**src/rtl/hazard_pkg.sv**
```systemverilog
// Shared definitions for the ID-stage hazard controller: FSM state encoding,
// register-address width and default stall/flush lengths.
package hazard_pkg;

  localparam int REG_ADDR_W       = 5;
  localparam int LOAD_STALL_DEF   = 1;
  localparam int FLUSH_CYCLES_DEF = 2;

  typedef enum logic [1:0] {
    HZ_RUN   = 2'd0,
    HZ_STALL = 2'd1,
    HZ_FLUSH = 2'd2
  } hzState_t;

endpackage

```
**src/rtl/hazard_compare.sv**
```systemverilog
// Load-use comparator: flags a loaded EX destination that the ID instruction reads.
// x0 is filtered out so the same block can serve x0-aware forwarding compares.
module hazard_compare
  import hazard_pkg::*;
(
  input  logic                  memRead,
  input  logic [REG_ADDR_W-1:0] rd,
  input  logic [REG_ADDR_W-1:0] rs1,
  input  logic [REG_ADDR_W-1:0] rs2,
  input  logic                  usesRs2,
  output logic                  hit
);

  // Hazard match against rs1 always, against rs2 only when it is really read.
  always_comb begin
    hit = memRead && (rd != {REG_ADDR_W{1'b0}}) &&
          ((rd == rs1) || (usesRs2 && (rd == rs2)));
  end

endmodule

```
**src/rtl/hazard_detection_unit.sv**
```systemverilog
// Load-use / taken-branch hazard controller driving PC, IF/ID and bubble-mux controls.
// Optional perf counters (stall_count, flush_count) built when HAZARD_PERF_CNT_EN is defined.
module hazard_detection_unit
  import hazard_pkg::*;
#(
  parameter int LOAD_STALL   = LOAD_STALL_DEF,
  parameter int FLUSH_CYCLES = FLUSH_CYCLES_DEF
) (
  input  logic                  clk,
  input  logic                  reset,
  input  logic [REG_ADDR_W-1:0] id_rs1,
  input  logic [REG_ADDR_W-1:0] id_rs2,
  input  logic                  id_uses_rs2,
  input  logic [REG_ADDR_W-1:0] ex_rd,
  input  logic                  ex_MemRead,
  input  logic                  branch_taken,
  output logic                  pc_write,
  output logic                  ifid_write,
  output logic                  ifid_flush,
  output logic                  ctrl_sel
`ifdef HAZARD_PERF_CNT_EN
  ,
  output logic [31:0]           stall_count,
  output logic [31:0]           flush_count
`endif
);

  // Counter preloads: the detecting cycle is itself the first bubble.
  localparam logic [1:0] STALL_INIT = (LOAD_STALL > 1) ? 2'(LOAD_STALL - 2) : 2'd0;
  localparam logic [1:0] FLUSH_INIT = (FLUSH_CYCLES > 1) ? 2'(FLUSH_CYCLES - 2) : 2'd0;
  localparam hzState_t   STALL_NEXT = (LOAD_STALL > 1) ? HZ_STALL : HZ_RUN;
  localparam hzState_t   FLUSH_NEXT = (FLUSH_CYCLES > 1) ? HZ_FLUSH : HZ_RUN;

  hzState_t   stateR, stateNxt;
  logic [1:0] cntR, cntNxt;
  logic       luh;

  hazard_compare uCompare (
    .memRead (ex_MemRead),
    .rd      (ex_rd),
    .rs1     (id_rs1),
    .rs2     (id_rs2),
    .usesRs2 (id_uses_rs2),
    .hit     (luh)
  );

  // State and remaining-cycle counter register.
  always_ff @(posedge clk) begin
    if (reset) begin
      stateR <= HZ_RUN;
      cntR   <= 2'd0;
    end else begin
      stateR <= stateNxt;
      cntR   <= cntNxt;
    end
  end

  // Next-state and output decode; a branch overrides everything except reset.
  always_comb begin
    stateNxt   = stateR;
    cntNxt     = cntR;
    pc_write   = 1'b1;
    ifid_write = 1'b1;
    ifid_flush = 1'b0;
    ctrl_sel   = 1'b1;
    if (reset) begin
      pc_write   = 1'b0;
      ifid_write = 1'b0;
      ifid_flush = 1'b1;
      ctrl_sel   = 1'b0;
      stateNxt   = HZ_RUN;
      cntNxt     = 2'd0;
    end else if (branch_taken) begin
      ifid_flush = 1'b1;
      ctrl_sel   = 1'b0;
      stateNxt   = FLUSH_NEXT;
      cntNxt     = FLUSH_INIT;
    end else begin
      case (stateR)
        HZ_RUN: begin
          if (luh) begin
            pc_write   = 1'b0;
            ifid_write = 1'b0;
            ctrl_sel   = 1'b0;
            stateNxt   = STALL_NEXT;
            cntNxt     = STALL_INIT;
          end else begin
            stateNxt = HZ_RUN;
          end
        end
        HZ_STALL: begin
          pc_write   = 1'b0;
          ifid_write = 1'b0;
          ctrl_sel   = 1'b0;
          if (cntR == 2'd0) begin
            stateNxt = HZ_RUN;
          end else begin
            cntNxt = cntR - 2'd1;
          end
        end
        HZ_FLUSH: begin
          ifid_flush = 1'b1;
          ctrl_sel   = 1'b0;
          if (cntR == 2'd0) begin
            stateNxt = HZ_RUN;
          end else begin
            cntNxt = cntR - 2'd1;
          end
        end
        default: begin
          stateNxt = HZ_RUN;
          cntNxt   = 2'd0;
        end
      endcase
    end
  end

`ifdef HAZARD_PERF_CNT_EN
  // Performance counters; both wrap naturally at 32 bits.
  always_ff @(posedge clk) begin
    if (reset) begin
      stall_count <= 32'd0;
      flush_count <= 32'd0;
    end else begin
      if (!pc_write) begin
        stall_count <= stall_count + 32'd1;
      end
      if (branch_taken) begin
        flush_count <= flush_count + 32'd1;
      end
    end
  end
`endif

endmodule

```
**config.mk**
```make
export PLATFORM = sky130hd
export DESIGN_NAME = hazard_detection_unit
export DESIGN_NICKNAME = d
export VERILOG_FILES = /design/src/rtl/hazard_pkg.sv /design/src/rtl/hazard_compare.sv /design/src/rtl/hazard_detection_unit.sv
export SDC_FILE = /design/constraint.sdc
export NUM_CORES = 1
export LEC_CHECK = 0
export ABC_AREA = 1
export CAP_MARGIN = 0
export CORE_MARGIN = 2
export CORE_UTILIZATION = 25
export CTS_CLUSTER_DIAMETER = 30
export CTS_CLUSTER_SIZE = 20
export DETAILED_ROUTE_END_ITERATION = 7
export GPL_TIMING_DRIVEN = 0
export SETUP_SLACK_MARGIN = 0.02
export SLEW_MARGIN = 10
export SYNTH_ARGS = -nofsm -noshare
export SYNTH_HDL_FRONTEND = slang
export SYNTH_SLANG_ARGS = --single-unit
```
**constraint.sdc**
```tcl
create_clock -name clk -period 1.7 [get_ports clk]
set_clock_uncertainty 0.05 [all_clocks]
set_input_delay 0.34 -clock clk [delete_from_list [all_inputs] [get_ports clk]]
set_output_delay 0.34 -clock clk [all_outputs]
set_load 0.01 [all_outputs]
```
# Yosys cells after proc, flatten, opt, wreduce, memory -nomap -nowiden
# Cells that the tools add are included.
[word_totals] out_inout_bits=4 ff_bits=3 inputBits=20
[op_classes] mux=16 n_eq_ne=5 n_addsub=1 n_reduce_logical=9
[op_table] op="5-bit == test" n=2
[op_table] op="2-bit two-way mux" n=5
[op_table] op="1-bit two-way mux" n=9
[op_table] op="5-bit nonzero test" n=1
[op_table] op="2-bit logical NOT" n=2
[op_table] op="2-bit inequality test (second input constant)" n=2
[op_table] op="2-bit one-hot mux with 2 select lines" n=1
[op_table] op="1-bit logical AND" n=3
[op_table] op="3-bit by 1-bit inequality test with 1-bit output (second input constant)" n=1
[op_table] op="1-bit one-hot mux with 2 select lines" n=1
[op_table] op="2-bit AND reduction" n=1
[op_table] op="2-bit OR reduction" n=1
[op_table] op="2-bit by 1-bit subtractor with 2-bit output (second input constant)" n=1
[op_table] op="1-bit logical OR" n=1

# Depth between registers and ports, before layout
# Gate-level depths: netlist (run 1).
[depth] word_depth=8 ltp_mapped=10 mapped_depth_nobuf=9

# By module
# From an unflattened synthesis (run 1), not the netlist that was laid out.
[hier_totals] cells_unflattened=79 area_unflattened_um2=396.6
[modules_own_cells] mod="hazard_compare" area_per_inst_um2=206.4 n_inst=1 cells_per_inst=52
[modules_own_cells] mod="hazard_detection_unit" area_per_inst_um2=190.2 n_inst=1 cells_per_inst=27

# Least setup slack after synthesis (run 1)
# No wires, ideal clock.
[synth_path] path_kind="input to output" startpoint="input port ex_rd[1]" endpoint="output port pc_write" path_slack_ns=0.201 arrival_ns=1.109 stages=10 path_buffers=1 cell_sequence="inv_1 -> nand2_1 -> nand2_1 -> nor2_1 -> nand3_1 -> nand2_2 -> nand3_2 -> o21bai_2 -> inv_1 -> buf_4"
[synth_via] elab_chain_len=8
[synth_lines] element="start, declared" line_no="hazard_detection_unit.sv:14" rtl="input logic [REG_ADDR_W-1:0] ex_rd,"
[synth_lines] element="5-bit == test" line_no="hazard_compare.sv:17" rtl="((rd == rs1) || (usesRs2 && (rd == rs2)));"
[synth_lines] element="1-bit logical AND" line_no="hazard_compare.sv:17"
[synth_lines] element="1-bit logical OR" line_no="hazard_compare.sv:17"
[synth_lines] element="1-bit logical AND *" line_no="hazard_compare.sv:16" rtl="hit = memRead && (rd != {REG_ADDR_W{1'b0}}) &&"
[synth_lines] element="1-bit two-way mux * (4 in a row)"
[synth_lines] element="end, declared" line_no="hazard_detection_unit.sv:17" rtl="output logic pc_write,"
# Mark *: on every way between the ends. The rest lies on a longest branch, timed or not.

# Worst setup path after layout (run 1)
[layout_path] startpoint="input port ex_rd[4]" endpoint="output port pc_write"
[layout_via] elab_chain_len=8
[layout_lines] element="5-bit == test" line_no="hazard_compare.sv:17"
[layout_lines] element="1-bit logical AND" line_no="hazard_compare.sv:17"
[layout_lines] element="1-bit logical OR" line_no="hazard_compare.sv:17"
[layout_lines] element="1-bit logical AND *" line_no="hazard_compare.sv:16"
[layout_lines] element="1-bit two-way mux *" line_no="hazard_detection_unit.sv:81" rtl="if (luh) begin"
[layout_lines] element="1-bit two-way mux *"
[layout_lines] element="1-bit two-way mux *" line_no="hazard_detection_unit.sv:73" rtl="end else if (branch_taken) begin"
[layout_lines] element="1-bit two-way mux *" line_no="hazard_detection_unit.sv:66" rtl="if (reset) begin"
# Marks and branches as above.

==> results of run 1 <==
sequential cells by signal, summed over array words and instances (netlist names):
name	count
cntR	2
stateR	1
layer usage:
metal  share of wire (%)  vias to the layer above  wire length [um]
li1                    -                      289                 -
met1                  39                      231               383
met2                  55                       11               533
met3                 5.6                        0                54
met4                   0                        0                 0
met5                   0                        -                 0
cell families (layout without fill, tap and decap cells):
logic type / after synthesis / count (layout) / synth area share [%]
flops: 3 / 3 / 15.3
compound gates: 6 / 6 / 9.26
xor+xnor: 1 / 1 / 2.24
fa+ha+maj: 1 / 1 / 3.19
simple gates: 46 / 46 / 48.9
buf+inv: 21 / 51 / 21.1
final cells by class:
cell class	count	area [sq um]
Buffer	1	11.3
Clock buffer	4	26.3
Tap cell	16	20.0
Fill cell	168	759
Inverter	20	77.6
Multi-Input combinational cell	54	284
Sequential cell	3	60.1
Timing Repair Buffer	26	250
final timing paths:
kind                            end  slack [ns]
max                        pc_write      -0.005
min          stateR[1]$_SDFFE_PP0P_        0.30
max reg2reg    cntR[1]$_SDFFE_PP0P_        0.33
min reg2reg    cntR[0]$_SDFFE_PP0P_        0.40
stage by stage:
step                TNS (ns)  area, sq um  util [%]
finish              -0.00543          729      49.0
global route          -0.144          729      49.0
CTS                  -0.0662          639      42.9
detailed placement     -2.71          642      43.1
global placement       -2.56          642      43.1
floorplan                  0          392         -
power groups by stage:
stage	sequential (W)	clock, W	combinational [W]
global route	0.0000727	0.000142	0.000142
finish	0.0000727	0.000121	0.000126
detailed placement	0.0000737	0	0.000115
floorplan	0.0000736	0	0.0000464
CTS	0.0000726	0.000127	0.000106
global placement	0.0000737	0	0.000114
layout by cell type (no fill, tap or decap):
cell type | Yosys | routed
inv_1 | 16 | 14
dfxtp_1 | 3 | 3
nor2_1 | 13 | 8
buf_4 | 1 | 3
buf_2 | 0 | 4
nand2_2 | 2 | 9
ha_1 | 1 | 1
nor2_4 | 0 | 1
clkbuf_2 | 0 | 1
o21ai_0 | 1 | 1
o21ai_1 | 1 | 1
nand2_1 | 25 | 18
buf_8 | 0 | 2
o21bai_2 | 1 | 1
dlymetal6s2s_1 | 0 | 1
a21oi_1 | 3 | 3
dlygate4sd2_1 | 0 | 3
nand3_1 | 4 | 4
xnor2_1 | 1 | 1
nand3_2 | 1 | 1
clkbuf_1 | 0 | 1
clkbuf_4 | 0 | 3
inv_4 | 0 | 1
clkdlybuf4s15_1 | 0 | 1
buf_6 | 0 | 12
inv_2 | 4 | 5
nor2_2 | 0 | 4
or2_2 | 1 | 1
what timing repair did:
| action | in CTS | in global routing |
|---|---|---|
| endpoints found under the setup margin | 4 | 4 |
| pin swaps | 20 | 19 |
| setup buffers | 2 | 1 |
| gates resized for setup | 87 | 25 |
| hold buffers | 0 | 0 |
==> results.ini, run 1 <==
[sta]
post-route-period-util_pct = 100
rsz0062_at_grt = true
finalCriticalPeriod_ns = 1.71
finalHoldViolations = 0
finalSetupViolCount = 1
slew_violations = 0
worst_slew_margin_rel_pct = 87.9
max_freq_mhz = 586
fin_ws_ns = -0.00543
tightest_slew_ns = 0.180
hold-worst-slack_ns = 0.304

[global_route]
grt_pass1_vias = 482
track_usage_pct = 12.1
met1_usage_pct = 13.6
use_met2_pct = 19.4
grt_max_degree = 5
grt_antenna_before_repair = 0
grt.overflow.total = 0
grt_pass1_wl_um = 1750
grt-busiest-layer = met2
grt_use_met3_pct = 3.33

[synth]
async_flop_share_pct = 0
synth.avg_cell_area_sq_um = 5.02
ys_top_cells_by_count = nand2_1, inv_1, nor2_1
synth_area_leaders = nand2_1, dfxtp_1, inv_1, nor2_1, nand3_1
synth_fp_nets = 99
synth_flop_cell = dfxtp_1
syn_area_sq_um = 392
syn_inst = 78
synth_most_common_cell = nand2_1
synth_top_cell_by_area = nand2_1
ys_ff_latch = 3
ys_types = 16
yosysSeqAreaShare_pct = 15.3
synth_top_area_share_pct = 24.0
synth_edf_count = 0
ys_warn_count = 0

[setup_path]
slowest_stage = o21bai_2
critPathMostFrequentCell = nand2_2
cp.depth = 11
startpoint = ex_rd[4]
timing.rr.start = cntR[0]$_SDFFE_PP0P_
crit_buf_inv = 4
cp_top_family = simple AND/OR/NAND/NOR gates
crit_path_end_kind = output port
arrival_ns = 1.32
worstSetupPathType = input port to output port
path_cells = buf_8, nand2_2, nand2_2, nor2_2, nand3_1, nand2_2, nand3_2, o21bai_2, inv_2, buf_6, buf_6
worst_r2r_path_depth = 6
cp_max_fo = 4
critical-path-max-stage-delay_ns = 0.12
required_ns = 1.31
start_kind = input port

[run_status]
run_status = finished, violations left
violations = negative setup slack

[floorplan]
pin_count = 24
core_area_sq_um = 1490
die_h_um = 43.6
fp.dieW_um = 43.6
rows = 14
die-area_sq_um = 1900
initial_core_util_pct = 26.3

[placed_design]
io_buffers = 23
routabilityCongestion = 0.805
hpwl_um = 800
dp_slack_ns = -0.895
place_inst = 117

[cts]
cts.path.max_buffers = 2
path_clk_slew_ns = 0.03
insertion_delay_ns = 0.23
cts_sinks = 3
htreeDepth = 1
root_buffer = clkbuf_4
cts_tree = yes
cts_buffers = 3

[route]
drt_pre_antenna_iters = 2
ant_nets = 0
vias = 531
drc = 0
postRouteWirelength_um = 972
vias_per_cell = 4.28
drtIter0Drc = 4
avgRoutedWirePerCell_um = 7.84

[power]
p_seq_share_pct = 22.7
p_switching_w = 0.0000892
swShare_pct = 27.8
p_clk_share_pct = 37.9
comb_power_share_pct = 39.4
power.total_w = 0.000320
p_int_w = 0.000231
cellPowerDensity_nw_per_um2 = 439
vdd_drop_max_mv = 0.327
leakage_nw = 0.413

[layout]
n_antenna_cell = 0
final_cell_count_no_fill = 124
area_growth_pct = 86.3
final_nets = 130
layout-drive-gt1-share_pct = 44.4

[hold_path]
holdPathStages = 2
hold_class = input port to flop
hp-start = reset

[run]
drv_cap = 0

(Power assumes the default switching activity.)
==> run 2: changes to the inputs <==
--- a/config.mk
+++ b/config.mk
@@ -13,6 +13,7 @@
 export CTS_CLUSTER_SIZE = 20
 export DETAILED_ROUTE_END_ITERATION = 7
 export GPL_TIMING_DRIVEN = 0
+export PLACE_DENSITY_LB_ADDON = 0.25
 export SETUP_SLACK_MARGIN = 0.02
 export SLEW_MARGIN = 10
 export SYNTH_ARGS = -nofsm -noshare
==> results.ini, run 2 (synthesis results as in run 1) <==
[sta]
finalSetupViolCount = 1  ; unchanged
post-route-period-util_pct = 101  ; +0.64 points
tightest_slew_ns = 0.180  ; -0.000113 ns
rsz0062_at_grt = true
worst_slew_margin_rel_pct = 87.9  ; about the same
finalCriticalPeriod_ns = 1.72  ; +0.0109 ns
finalHoldViolations = 0  ; unchanged
max_freq_mhz = 583  ; -0.64%
fin_ws_ns = -0.0164  ; -0.0109 ns
slew_violations = 0  ; unchanged

[layout]
area_growth_pct = 83.1
layout-drive-gt1-share_pct = 43.2  ; -1.2 points
multi_input_area_sq_um = 267  ; -6.2%
final_cell_count_no_fill = 127  ; +2.4%
top_regs = cntR x2, stateR x1
largest_register = cntR
mostFrequentLayoutCell = nand2_1
largest_reg_flops = 2  ; unchanged
layout_common_cells = nand2_1, inv_1, nor2_1, buf_2, buf_6
final_nets = 133  ; +2.3%
finish.utilization_pct = 48.2  ; -0.84 points
fill_cells = 180  ; +7.1%
seqCellArea_sq_um = 60.1  ; unchanged
stdcell_area_sq_um = 717  ; -1.7%
n_antenna_cell = 0  ; unchanged

[route]
drt_pre_antenna_iters = 4  ; +2
avgRoutedWirePerCell_um = 7.43  ; -5.2%
drtIter0Drc = 1  ; -3
postRouteWirelength_um = 944  ; -2.9%
vias_per_cell = 4.13  ; -3.5%
ant_nets = 0  ; unchanged
vias = 525  ; -1.1%
drc = 0  ; unchanged

[power]
p_switching_w = 0.0000872  ; -2.2%
cellPowerDensity_nw_per_um2 = 444  ; +1.2%
leakage_nw = 0.409  ; -1.0%
comb_power_share_pct = 39.1  ; -0.3 points
p_int_w = 0.000231  ; about the same
power.total_w = 0.000318  ; -0.56%
vdd_drop_max_mv = 0.378  ; +15%
p_clk_share_pct = 38.1  ; +0.2 points
p_seq_share_pct = 22.8  ; about the same
swShare_pct = 27.4  ; -0.46 points

[floorplan]
initial_core_util_pct = 26.3  ; unchanged
rows = 14  ; unchanged
fp.dieW_um = 43.6  ; unchanged
core_area_sq_um = 1490  ; unchanged
pin_count = 24  ; unchanged
die-area_sq_um = 1900  ; unchanged
die_h_um = 43.6  ; unchanged

[setup_path]
cp_max_fo = 2  ; -2
crit_path_end_kind = output port
required_ns = 1.31  ; about the same
rrSetupSlack_ns = 0.35  ; +0.02 ns
arrival_ns = 1.33  ; about the same
path_cells = buf_2, nor2_1, nor2_1, nor2_1, nand3_1, nand2_2, nand3_2, o21bai_2, inv_2, buf_6, buf_6
start_kind = input port
timing.rr.start = cntR[0]$_SDFFE_PP0P_
worstSetupPathType = input port to output port
slowest_stage = o21bai_2
critical-path-max-stage-delay_ns = 0.13  ; about the same
startpoint = id_rs2[2]
critPathMostFrequentCell = nor2_1

[hold_path]
hold_class = flop to flop
hp-start = cntR[0]$_SDFFE_PP0P_

[run_status]
run_status = finished, violations left
violations = negative setup slack

[global_route]
track_usage_pct = 9.86  ; -2.3 points
grt.overflow.total = 0  ; unchanged
grt_antenna_before_repair = 0  ; unchanged
grt_pass1_vias = 417  ; -13%
grt_pass1_wl_um = 1440  ; -18%
grt_max_degree = 5  ; unchanged

[cts]
cts_tree = yes
root_buffer = clkbuf_4
hold_buffers = 0  ; unchanged
htreeDepth = 1  ; unchanged
cts.path.max_buffers = 2  ; unchanged
insertion_delay_ns = 0.23  ; about the same
cts_buffers = 3  ; unchanged
cts_sinks = 3  ; unchanged
path_clk_slew_ns = 0.03  ; about the same

[placed_design]
detailed_place.area_sq_um = 642  ; unchanged
place_inst = 117  ; unchanged
io_buffers = 23  ; unchanged
hpwl_um = 762  ; -4.8%
routabilityCongestion = 0.703  ; -13%

[run]
drv_cap = 0  ; unchanged

[run 2: cell count changes in the layout (fill, tap and decap cells not counted), moves of 3 or more]
cell and delta:
buf_2 +4, buf_6 -5, nand2_2 -3, nand2_1 +3, buf_4 +3
[run 2: what timing repair did]
item	in CTS	in global routing
pin swaps	25	12
setup endpoints to repair	4	4
resized for setup	89	16
setup buffers	5	1
[run 2: worst paths after layout]
| check | endpoint | depth (start not counted) |
|---|---|---|
| setup / recovery | pc_write | 11 |
| hold / removal | cntR[0]$_SDFFE_PP0P_ | 1 |
| hold reg to reg | cntR[0]$_SDFFE_PP0P_ | 1 |
| setup reg to reg | cntR[1]$_SDFFE_PP0P_ | 6 |
[run 2: routing by layer]
metal / wire length (um) / part of all wire [%] / global-route usage (%) / vias to the layer above
li1: - / - / - / 294
met1: 430 / 46 / 11.4 / 219
met2: 452 / 48 / 17.1 / 12
met3: 61 / 6.5 / 4.17 / 0
met4: 0 / 0 / 1.82 / 0
met5: 0 / 0 / 0 / -
[run 2: worst max-delay path, delay by kind of cell]
kind                   cells  cell delay [ns]
AO/OA/AOI/OAI              1             0.13
buffers and inverters      4             0.37
AND/OR/NAND/NOR            6             0.49
[run 2: power by group through the flow]
| stage | Sequential, W | Clock [W] | Combinational [W] |
|---|---|---|---|
| after floorplan | 0.0000736 | 0 | 0.0000464 |
| after global placement | 0.0000737 | 0 | 0.000113 |
| after detailed placement | 0.0000737 | 0 | 0.000114 |
| after CTS | 0.0000726 | 0.000127 | 0.000113 |
| after global routing | 0.0000727 | 0.000134 | 0.000139 |
| final | 0.0000726 | 0.000121 | 0.000125 |
[run 2: through the flow]
stage | hold slack (ns) | setup slack (ns) | TNS, ns
6_report | 0.403 | -0.0164 | -0.0164
5_1_grt | 0.415 | -0.0709 | -0.117
4_1_cts | 0.405 | -0.0605 | -0.0605
3_5_place_dp | 0.400 | -0.883 | -2.61
3_3_place_gp | 0.400 | -0.856 | -2.50
2_1_floorplan | 0.362 | 0.201 | 0
[run 2: final cells by class]
class | count | share of cell area, %
multi-input combinational | 54 | 37.2
timing repair buffer | 29 | 34.9
inverter | 20 | 11.5
sequential | 3 | 8.38
clock buffer | 4 | 3.66
tap | 16 | 2.79
buffer | 1 | 1.57
